### config.mk
export PLATFORM = sky130hd
export DESIGN_NAME = clock_set_controller
export DESIGN_NICKNAME = d
export VERILOG_FILES = /design/src/rtl/clock_set_controller.sv
export SDC_FILE = /design/constraint.sdc
export NUM_CORES = 1
export LEC_CHECK = 0
export CORE_UTILIZATION = 59
export DETAILED_ROUTE_END_ITERATION = 8
export GPL_TIMING_DRIVEN = 0
export PLACE_DENSITY = 0.79
export RECOVER_POWER = 100
export SETUP_SLACK_MARGIN = 0.4
export SYNTH_ARGS = -nofsm -noshare
export SYNTH_HDL_FRONTEND = slang
export SYNTH_SLANG_ARGS = --single-unit
### constraint.sdc
create_clock -name clk_100MHz -period 3.1 [get_ports clk_100MHz]
set_input_delay 0.62 -clock clk_100MHz [delete_from_list [all_inputs] [get_ports clk_100MHz]]
set_output_delay 0.62 -clock clk_100MHz [all_outputs]
set_load 0.005 [all_outputs]
### src/rtl/clock_set_controller.sv
// Time-of-day controller: 1 Hz prescaler, hh:mm:ss counters and the
// button-driven set-mode state machine, all on the single clk_100MHz domain.
module clock_set_controller #(
  parameter int unsigned TICK_DIV  = 100_000_000,
  parameter int unsigned BLINK_DIV = 25_000_000
) (
  input  logic       clk_100MHz,
  input  logic       rst,
  input  logic       btn_mode,
  input  logic       btn_inc,
  output logic [4:0] hours,
  output logic [5:0] minutes,
  output logic [5:0] seconds,
  output logic [1:0] mode,
  output logic       blink,
  output logic       tick_1hz
);

  localparam int unsigned TW = (TICK_DIV  > 1) ? $clog2(TICK_DIV)  : 1;
  localparam int unsigned BW = (BLINK_DIV > 1) ? $clog2(BLINK_DIV) : 1;
  localparam logic [TW-1:0] TICK_MAX  = TW'(TICK_DIV - 1);
  localparam logic [BW-1:0] BLINK_MAX = BW'(BLINK_DIV - 1);

  typedef enum logic [1:0] {
    RUN      = 2'b00,
    SET_HOUR = 2'b01,
    SET_MIN  = 2'b10
  } state_t;

  state_t        state;
  logic [TW-1:0] presc;
  logic [BW-1:0] blink_cnt;

  logic mode_s1, mode_s2, mode_s3;
  logic inc_s1,  inc_s2,  inc_s3;
  logic mode_edge, inc_edge;

  // Two-flop synchronizers plus a delay flop for rising-edge detection
  always_ff @(posedge clk_100MHz or posedge rst) begin
    if (rst) begin
      mode_s1 <= 1'b0;
      mode_s2 <= 1'b0;
      mode_s3 <= 1'b0;
      inc_s1  <= 1'b0;
      inc_s2  <= 1'b0;
      inc_s3  <= 1'b0;
    end else begin
      mode_s1 <= btn_mode;
      mode_s2 <= mode_s1;
      mode_s3 <= mode_s2;
      inc_s1  <= btn_inc;
      inc_s2  <= inc_s1;
      inc_s3  <= inc_s2;
    end
  end

  assign mode_edge = mode_s2 & ~mode_s3;
  assign inc_edge  = inc_s2  & ~inc_s3;
  assign mode      = state;

  // Mode FSM with prescaler, time counters, field editing and blink generation
  always_ff @(posedge clk_100MHz or posedge rst) begin
    if (rst) begin
      state     <= RUN;
      presc     <= '0;
      blink_cnt <= '0;
      blink     <= 1'b0;
      tick_1hz  <= 1'b0;
      hours     <= '0;
      minutes   <= '0;
      seconds   <= '0;
    end else begin
      tick_1hz <= 1'b0;
      case (state)
        RUN: begin
          blink     <= 1'b0;
          blink_cnt <= '0;
          if (mode_edge) begin
            state <= SET_HOUR;
            presc <= '0;
          end else if (presc == TICK_MAX) begin
            presc    <= '0;
            tick_1hz <= 1'b1;
            if (seconds == 6'd59) begin
              seconds <= '0;
              if (minutes == 6'd59) begin
                minutes <= '0;
                hours   <= (hours == 5'd23) ? 5'd0 : hours + 5'd1;
              end else begin
                minutes <= minutes + 6'd1;
              end
            end else begin
              seconds <= seconds + 6'd1;
            end
          end else begin
            presc <= presc + 1'b1;
          end
        end

        SET_HOUR, SET_MIN: begin
          presc <= '0;
          if (mode_edge) begin
            // Each new state restarts blink from its visible phase
            blink     <= 1'b0;
            blink_cnt <= '0;
            if (state == SET_HOUR) begin
              state <= SET_MIN;
            end else begin
              state   <= RUN;
              seconds <= '0;
            end
          end else begin
            if (blink_cnt == BLINK_MAX) begin
              blink_cnt <= '0;
              blink     <= ~blink;
            end else begin
              blink_cnt <= blink_cnt + 1'b1;
            end
            if (inc_edge) begin
              if (state == SET_HOUR)
                hours <= (hours == 5'd23) ? 5'd0 : hours + 5'd1;
              else
                minutes <= (minutes == 6'd59) ? 6'd0 : minutes + 6'd1;
            end
          end
        end

        default: begin
          state     <= RUN;
          presc     <= '0;
          blink     <= 1'b0;
          blink_cnt <= '0;
        end
      endcase
    end
  end

endmodule

After elaboration in Yosys (flattened, before gate mapping). Cells that the tools add are included.

Memories: 0. Word-level logic and storage cells: 88. Input port bits: 4. Bits in writable memories: 0. Latch bits: 0. Memory bits (read-only): 0. Output and inout bits: 21. Register bits after elaboration: 79.

Mux-type cells: 39. Add/sub/neg operators: 5. Bitwise logic cells: 5. Reductions and logical operators: 7. $lt $le $gt $ge: 0. Shift-type cells: 0. $mul: 0. Equal/unequal tests: 18. Divide/modulo/power cells: 0.

Operator list (count): 27-bit two-way mux (3); 25-bit two-way mux (3); 6-bit two-way mux (12); 5-bit two-way mux (8); 27-bit by 1-bit adder with 27-bit output (second input constant) (1); 27-bit equality test (second input constant) (1); 25-bit by 1-bit adder with 25-bit output (second input constant) (1); 25-bit equality test (second input constant) (1); 6-bit case mux with 2 select lines (2); 2-bit inequality test (second input constant) (10); 6-bit by 1-bit adder with 6-bit output (second input constant) (2); 6-bit equality test (second input constant) (2); 5-bit case mux with 2 select lines (1); 8-bit AND reduction (1); 7-bit AND reduction (1); 1-bit two-way mux (6); 2-bit two-way mux (3); 5-bit by 1-bit adder with 5-bit output (second input constant) (1); 5-bit equality test (second input constant) (1); 5-bit AND reduction (1); 2-bit case mux with 2 select lines (1); 3-bit inequality test (second input constant) (1); 1-bit inverter (3); 1-bit AND (2); other kinds (6) (6).

Longest topological paths before layout. Gate-level depths: netlist of run 1.

Word-level depth: 7. Depth in mapped cells: 8. Depth with buffers taken out: 7.

Worst setup path before layout of run 1. Ideal clock, no wire load.

Path type: register -> register. Start point: reg state[0], in the netlist mode[0]. End point: reg seconds[5]. Library setup time: 0.079 ns. Data required time: 3.021 ns. Path slack: 0.924 ns. Arrival: 2.096 ns. Path buffers: 1. Period minus slack after synthesis: 2.176 ns. Stages on the path, launching flop included: 9. Cells stage by stage: dfrtp_1 -> inv_1 -> ha_1 -> buf_2 -> nand2b_1 -> nor3_1 -> nand3_4 -> or4_1 -> mux2i_1.

Cells in the longest elaborated chain, start to end: 4. Elaborated cells on any way between the ends: 11. Classes of those cells: eq/ne (6); mux (1); reduce/logical (4).

Ends and longest elaborated chain: from (decl) (RTL line 30) `state_t state;`; from (signal assigned) (RTL line 64) `state <= RUN;`; from (signal assigned) (RTL line 79) `state <= SET_HOUR;`; from (signal assigned) (RTL line 107) `state <= SET_MIN;`; 2-bit by 1-bit equality test with 1-bit output or 2-bit equality test (tied branches) (RTL line 74, 106); 2-bit OR reduction (RTL line 74) `case (state)`; 2-bit inequality test (no source line) or 2-bit nonzero test (tied branches); 5-bit AND reduction (no source line); to (signal assigned) (RTL line 93) `seconds <= seconds + 6'd1;`; to (decl) (RTL line 13) `output logic [5:0] seconds,`.

Several ways; a longest one is shown, not always the timed one. A chain may end at the register's enable or synchronous reset.

Worst setup path in the final report of run 1.
Start point: reg presc[19]. End point: reg presc[24].

Cells in the longest elaborated chain, start to end: 4. Elaborated cells on any way between the ends: 5. Classes of those cells: add/sub (1); eq/ne (1); mux (3).

Ends and longest elaborated chain: from (decl) (RTL line 31) `logic [TW-1:0] presc;`; from (signal assigned) (RTL line 96) `presc <= presc + 1'b1;`; 27-bit by 1-bit adder with 27-bit output or 27-bit equality test (tied branches) (RTL line 96, 81); 27-bit two-way mux (*) (RTL line 81) `end else if (presc == TICK_MAX) begin`; 27-bit two-way mux (*) (RTL line 78) `if (mode_edge) begin`; 27-bit two-way mux (*) (RTL line 74).

Every way passes the cells marked *; elsewhere a longest branch is shown, timed or not.

==> results of run 1 <==
-- final timing paths --
kind,slack [ns],from,cells past startpoint,end
max,0.59,presc[19],7,presc[24]
min,0.37,mode_s1,0,mode_s2
max reg2reg,0.59,presc[19],7,presc[24]
min reg2reg,0.37,mode_s1,0,mode_s2
max in group asynchronous,1.63,rst,3,presc[22]
min in group asynchronous,0.77,rst,2,minutes[1]
-- synthesized netlist by cell type (3+ instances only) --
master and n:
a211oi_1 3, a21o_1 3, a21oi_1 10, and3_1 6, and4_1 5, buf_2 7
dfrtp_1 79, ha_1 7, inv_1 17, mux2_2 9, nand2_1 22, nand3_1 22
nand4_1 9, nor2_1 69, nor2b_1 4, nor3_1 11, nor3_2 5, nor4_1 9
nor4b_1 4, o21ai_0 12, or3_1 6, xnor2_1 34, xor2_1 10
-- layout by cell type, fill, tap and decap left out, types with 11 or more instances in the layout --
master / Yosys / layout
dfrtp_1: 79 / 79
nor2_1: 69 / 69
xnor2_1: 34 / 34
dlygate4sd3_1: 0 / 24
nand2_1: 22 / 22
nand3_1: 22 / 22
inv_1: 17 / 16
clkbuf_1: 2 / 12
o21ai_0: 12 / 12
nor3_1: 11 / 11
-- metal layers --
metal	track usage, %	up-vias	wire, um
met5	0	-	0
met3	3.15	13	202
met1	31.0	1454	3490
li1	-	1474	-
met2	40.2	59	3900
met4	11.2	0	170
-- logic make-up after synthesis --
group	share of synthesized area [%]
flip-flops	49.2
adder cells (fa/ha/maj)	2.18
multiplexers	3.02
XOR/XNOR	9.60
AND/OR/NAND/NOR	26.6
buffers and inverters	3.40
AO/OA/AOI/OAI	6.01
-- stage by stage --
| step | area (sq um) | hold slack [ns] | power (mW) |
|---|---|---|---|
| floorplan | 4020 | 0.331 | 1.77 |
| global placement | 4350 | 0.340 | 2.04 |
| detailed placement | 4380 | 0.340 | 2.08 |
| CTS | 4620 | 0.368 | 2.99 |
| global route | 4600 | 0.376 | 3.08 |
| finish | 4600 | 0.375 | 2.92 |
-- state kept, by name, summed over array words and instances (netlist names) --
signal	flops
mode_s1	1
blink	1
blink_cnt	25
mode_s2	1
hours	5
minutes	6
presc	27
inc_s2	1
mode_s3	1
seconds	6
mode	2
inc_s3	1
inc_s1	1
tick_1hz	1
-- power by group through the flow --
stage | Sequential (mW) | Combinational, mW | Clock, mW
3_3_place_gp | 1.25 | 0.783 | 0
5_1_grt | 1.26 | 0.860 | 0.963
6_report | 1.24 | 0.764 | 0.915
4_1_cts | 1.24 | 0.825 | 0.925
2_1_floorplan | 1.25 | 0.520 | 0
3_5_place_dp | 1.26 | 0.816 | 0
-- area by class of cell --
type                            instances  area (sq um)  area share (%)
Buffer                                 12          60.1            1.31
Clock buffer                           11           131            2.86
Clock inverter                          5           106            2.31
Inverter                               17          65.1            1.41
Multi-Input combinational cell        293          1890            41.2
Sequential cell                        79          1980            43.0
Tap cell                               77          96.3            2.10
Timing Repair Buffer                   25           268            5.82
==> insert_results.sql, run 1 <==
INSERT INTO impl_metrics (metric_group, metric, value, unit) VALUES
('clock_tree', 'postCtsSetupBuffers', '0', ''),
('pwr', 'leakage_power_total', '1.88', 'nW'),
('synthesis', 'fraction_of_synthesis_flops_using_an_asynchronous_set_or_reset_pin', '100', '%'),
('routing', 'avgViaCountPerCell', '5.78', ''),
('clock_tree', 'hold_buffers', '0', ''),
('place', 'placement.setup.worst_slack', '0.708', 'ns'),
('place', 'place_congestion', '0.793', ''),
('pwr', 'power_per_cell_area', '634', 'nW/um^2'),
('clock_tree', 'clockRootBuffer', 'clkbuf_8', ''),
('sta', 'fin_skew', '0.0129', 'ns'),
('setup_path', 'crit_path_cell_trace', 'nor4b_1 > and4_1 > clkbuf_1 > a211o_1 > clkbuf_1 > clkbuf_1 > nor2_1', ''),
('layout', 'antenna_cells', '0', ''),
('worst_hold_path', 'hp-class', 'flip-flop to flip-flop', ''),
('synthesis', 'yosys_register_bits', '79', ''),
('place', 'dp_cells', '503', ''),
('setup_path', 'critical_path.startpoint_type', 'flip-flop', ''),
('synthesis', 'ys_warn_count', '0', ''),
('layout', 'utilization', '71.2', '%'),
('sta', 'setup_viol', '0', ''),
('synthesis', 'synth.top_cell.area_share', '49.2', '%'),
('setup_path', 'timing.critical_path.mode_cell', 'clkbuf_1', ''),
('place', 'port-buffer-count', '24', ''),
('setup_path', 'critical_path.max_stage_delay', '0.44', 'ns'),
('clock_tree', 'clock_sinks', '79', ''),
('setup_path', 'crit_family', 'buffers and inverters', ''),
('routing', 'drt_drc_violations_left', '3', ''),
('synthesis', 'synthTopCellsByArea', 'dfrtp_1 (49%), xnor2_1 (7.4%), nor2_1 (6.5%)', ''),
('setup_path', 'timing.critical_path.buf_inv', '3', ''),
('routing', 'dr_total_vias', '3000', ''),
('run_status', 'outcome', 'complete, but fails checks', ''),
('layout', 'layoutNonFillerInstCount', '519', ''),
('setup_path', 'crit_path_max_fanout', '10', ''),
('layout', 'fill_cells', '457', ''),
('sta', 'setup_tns', '0', 'ns'),
('sta', 'max_slew_margin', '55.5', '%'),
('synthesis', 'ys.flop_type', 'dfrtp_1', ''),
('pwr', 'clock_power_share', '31.4', '%'),
('pwr', 'irDropWorstVdd', '0.298', 'mV'),
('setup_path', 'critPathCaptureType', 'flip-flop', ''),
('grt', 'grt_max_degree', '68', ''),
('layout', 'layout_overhead_on_the_synthesized_area', '14.5', '%'),
('setup_path', 'slowest_stage', 'dfrtp_1', ''),
('synthesis', 'synthesis.area', '4020', 'sq um'),
('grt', 'grt_overflow_total', '0', ''),
('run_status', 'violated_checks', 'design-rule violations', ''),
('floorplanning', 'die_width', '84.5', 'um'),
('grt', 'grt.total_usage', '23.9', '%'),
('sta', 'finalMaxSlewViolations', '0', ''),
('routing', 'initialDrtViolationCount', '188', ''),
('routing', 'avgRoutedWirePerCell', '15.0', 'um'),
('sta', 'fin_crit_sh', '81.1', '%'),
('clock_tree', 'cts-htree-levels', '3', ''),
('clock_tree', 'cts_tree', 'done', ''),
('synthesis', 'syn_avg_cell_area', '10.0', 'sq um'),
('sta', 'timing.final.ws_setup', '0.587', 'ns'),
('synthesis', 'number_of_synthesized_flops_with_an_enable_pin', '0', ''),
('grt', 'first_global_vias', '3012', ''),
('routing', 'ant_nets', '0', ''),
('synthesis', 'netlist-cell-type-count', '51', ''),
('floorplanning', 'core_region_area', '6460', 'sq um'),
('clock_tree', 'cts_repair_resize_count', '0', ''),
('sta', 'finalHoldViolations', '0', ''),
('synthesis', 'ys_seq_area_share', '49.2', '%'),
('floorplanning', 'die-area', '7140', 'sq um'),
('flow_run', 'maxCapViolCount', '0', ''),
('place', 'dp_hpwl', '5.35', 'mm'),
('sta', 'worst_slew_pin_slew', '0.667', 'ns'),
('layout', 'finalNetCount', '448', ''),
('clock_tree', 'ctsLongestPathBuffers', '2', ''),
('clock_tree', 'cts_inserted_buffers', '9', ''),
('sta', 'rsz_0062_raised_after_global_routing', 'false', '');
(Power assumes the default switching activity.)
==> inputs of run 2 (changes only) <==
--- a/config.mk
+++ b/config.mk
@@ -5,10 +5,10 @@
 export SDC_FILE = /design/constraint.sdc
 export NUM_CORES = 1
 export LEC_CHECK = 0
-export CORE_UTILIZATION = 59
+export CORE_UTILIZATION = 53
 export DETAILED_ROUTE_END_ITERATION = 8
 export GPL_TIMING_DRIVEN = 0
-export PLACE_DENSITY = 0.79
+export PLACE_DENSITY = 0.75
 export RECOVER_POWER = 100
 export SETUP_SLACK_MARGIN = 0.4
 export SYNTH_ARGS = -nofsm -noshare
==> constraint.sdc (replaced) <==
create_clock -name clk_100MHz -period 2 [get_ports clk_100MHz]
set_input_delay 0.4 -clock clk_100MHz [delete_from_list [all_inputs] [get_ports clk_100MHz]]
set_output_delay 0.4 -clock clk_100MHz [all_outputs]
set_load 0.005 [all_outputs]
==> insert_results.sql, run 2 (synthesis gave the netlist of run 1 again) <==
INSERT INTO impl_metrics (metric_group, metric, value, unit) VALUES
('run_status', 'outcome', 'complete, but fails checks', ''),
('run_status', 'violated_checks', 'negative setup slack', ''),
('sta', 'rsz_0062_raised_after_global_routing', 'true', ''),
('clock_tree', 'cts_tree', 'done', ''),
('pwr', 'power_per_cell_area', '990', 'nW/um^2'),
('setup_path', 'cp.arrival', '2.33', 'ns'),
('layout', 'top_register', 'presc', ''),
('routing', 'wl_met2', '6.45', 'mm'),
('setup_path', 'crit_path_max_fanout', '6', ''),
('sta', 'timing.final.crit_period', '2.09', 'ns'),
('sta', 'max_slew_margin', '40.1', '%'),
('layout', 'largest_register_ff_count', '27', ''),
('routing', 'finalWirelength', '12.4', 'mm'),
('clock_tree', 'later_pin_clock_latency_in_the_skew_report', '0.36', 'ns'),
('sta', 'setup_viol', '7', ''),
('layout', 'biggestRegsByFlops', 'presc: 27 flops, blink_cnt: 25 flops', ''),
('setup_path', 'timing.critical_path.buf_inv', '4', ''),
('floorplanning', 'die_width', '89.0', 'um'),
('setup_path', 'worst-setup-path-type', 'flip-flop to flip-flop', ''),
('floorplanning', 'std_cell_rows', '31', ''),
('place', 'place_congestion', '0.793', ''),
('routing', 'initialDrtViolationCount', '259', ''),
('worst_hold_path', 'hp-class', 'flip-flop to flip-flop', ''),
('setup_path', 'crit_family', 'simple AND/OR/NAND/NOR gates', ''),
('place', 'port-buffer-count', '24', ''),
('grt', 'grt.total_usage', '28.3', '%'),
('layout', 'drive_gt1_share', '46.2', '%'),
('layout', 'final_cell_mix', 'dfrtp_1 (70), buf_4 (58), nor2_4 (33), xnor2_1 (30), nor2_1 (28)', ''),
('layout', 'fill_cells', '353', ''),
('place', 'dp_hpwl', '5.49', 'mm'),
('routing', 'amount_of_wire_on_met3_after_detailed_routing', '648', 'um'),
('clock_tree', 'cts-htree-levels', '3', ''),
('setup_path', 'worst_ep_required_time', '2.24', 'ns'),
('floorplanning', 'die-area', '7930', 'sq um'),
('pwr', 'leakage_power_total', '2.65', 'nW'),
('setup_path', 'critical_path.max_stage_delay', '0.44', 'ns'),
('setup_path', 'timing.critical_path.mode_cell', 'buf_6', ''),
('routing', 'dr_total_vias', '3716', ''),
('layout', 'layout_overhead_on_the_synthesized_area', '55.5', '%'),
('layout', 'antenna_cells', '0', ''),
('setup_path', 'slowest_stage', 'dfrtp_1', ''),
('setup_path', 'critPathCaptureType', 'flip-flop', ''),
('sta', 'maxClockFrequency', '0.478', 'GHz'),
('floorplanning', 'floorplan.initialDensity', '55.1', '%'),
('floorplanning', 'num_ports', '25', ''),
('setup_path', 'crit_path_cell_trace', 'nor4b_1 > and4_1 > buf_6 > buf_4 > a211o_1 > buf_6 > buf_6 > nor2_1 > mux2_2', ''),
('clock_tree', 'clock_sinks', '79', ''),
('clock_tree', 'clockRootBuffer', 'clkbuf_8', ''),
('sta', 'timing.final.ws_setup', '-0.0920', 'ns'),
('clock_tree', 'cts.reportedPaths.clkPinSlew', '0.08', 'ns'),
('routing', 'highest_layer', 'met4', ''),
('routing', 'count_of_tritonroute_iterations_in_the_first_routing_pass', '5', ''),
('sta', 'fin_skew', '0.0114', 'ns'),
('routing', 'wl_met1', '4.98', 'mm'),
('floorplanning', 'die_height', '89.0', 'um'),
('floorplanning', 'core_region_area', '7290', 'sq um'),
('sta', 'fin_crit_sh', '105', '%'),
('routing', 'ant_nets', '0', ''),
('clock_tree', 'cts_inserted_buffers', '9', ''),
('place', 'post_placement_cell_area', '4630', 'sq um'),
('routing', 'avgViaCountPerCell', '5.96', ''),
('routing', 'drt_drc_violations_left', '0', ''),
('pwr', 'irDropWorstVdd', '0.664', 'mV'),
('clock_tree', 'hold_buffers', '0', ''),
('routing', 'avgRoutedWirePerCell', '20.0', 'um'),
('flow_run', 'maxCapViolCount', '0', ''),
('setup_path', 'critical_path.startpoint_type', 'flip-flop', ''),
('layout', 'postLayoutCellArea', '6240', 'sq um'),
('sta', 'finalHoldViolations', '0', ''),
('grt', 'global_route_wire_length_before_repair', '16.8', 'mm'),
('layout', 'finalNetCount', '531', ''),
('grt', 'grt_overflow_total', '0', ''),
('sta', 'worst_slew_pin_slew', '0.897', 'ns'),
('layout', 'layout_commonest_cell', 'dfrtp_1', ''),
('sta', 'hold_slack', '0.366', 'ns'),
('grt', 'antenna_found_initial', '0', ''),
('grt', 'first_global_vias', '3584', ''),
('grt', 'grt_max_degree', '43', ''),
('sta', 'finalMaxSlewViolations', '0', ''),
('clock_tree', 'ctsLongestPathBuffers', '2', '');
run 2: cell count changes in the layout (fill, tap and decap cells not counted), sizes merged:
| cell | before | now |
|---|---|---|
| buf | 3 | 94 |
| clkbuf | 21 | 13 |
| clkdlybuf4s15 | 0 | 2 |
| dlygate4sd2 | 0 | 16 |
| dlygate4sd3 | 24 | 3 |
| clkinv | 1 | 3 |
| clkdlybuf4s50 | 0 | 1 |
| bufinv | 3 | 0 |
| clkdlybuf4s25 | 0 | 2 |
run 2: cell type report:
class / count / area (sq um) / area share (%)
clock inverters: 4 / 22.5 / 0.361
plain buffers: 12 / 170 / 2.73
inverters: 17 / 67.6 / 1.08
well taps: 99 / 124 / 1.98
flip-flops and latches: 79 / 1990 / 31.9
repair buffers: 108 / 1060 / 17.0
multi-input cells: 293 / 2670 / 42.7
clock buffers: 11 / 141 / 2.26
run 2: what timing repair did:
action	CTS	global route
setup endpoints to repair	89	75
gates resized for setup	112	88
buffers inserted	64	15
endpoints found under the hold margin	0	0
cloned	4	0
pin swaps	39	18
run 2: power breakdown:
group	leakage, nW	switching (mW)	internal [mW]	total (mW)
Clock	0.0850	0.612	0.473	1.09
Combinational	1.51	1.48	1.72	3.20
Sequential	1.06	0.135	1.76	1.90
run 2: metal layers:
layer | vias up | GRT usage (%)
met5 | - | 0
met4 | 0 | 14.7
met3 | 36 | 4.62
met2 | 158 | 48.7
met1 | 1890 | 34.4
li1 | 1632 | -
run 2: worst paths after layout:
kind | start | endpoint | slack, ns | depth (start not counted)
max in group asynchronous | rst | minutes[2] | 0.60 | 3
setup reg to reg | presc[25] | presc[25] | -0.09 | 9
setup / recovery | presc[25] | presc[25] | -0.09 | 9
hold / removal | inc_s1 | inc_s2 | 0.37 | 0
hold reg to reg | inc_s1 | inc_s2 | 0.37 | 0
min in group asynchronous | rst | blink_cnt[18] | 0.69 | 2
run 2: per-stage QoR:
step	instances	power [mW]	util [%]	worst slack, ns	TNS, ns
4_1_cts	608	5.64	79.1	0.0759	0
3_3_place_gp	524	3.42	63.2	-0.207	-16.42
2_1_floorplan	401	2.99	-	0.112	0
5_1_grt	623	6.44	85.6	-0.135	-1.15
3_5_place_dp	525	3.49	63.5	-0.104	-0.374
6_report	623	6.18	85.6	-0.0920	-0.224
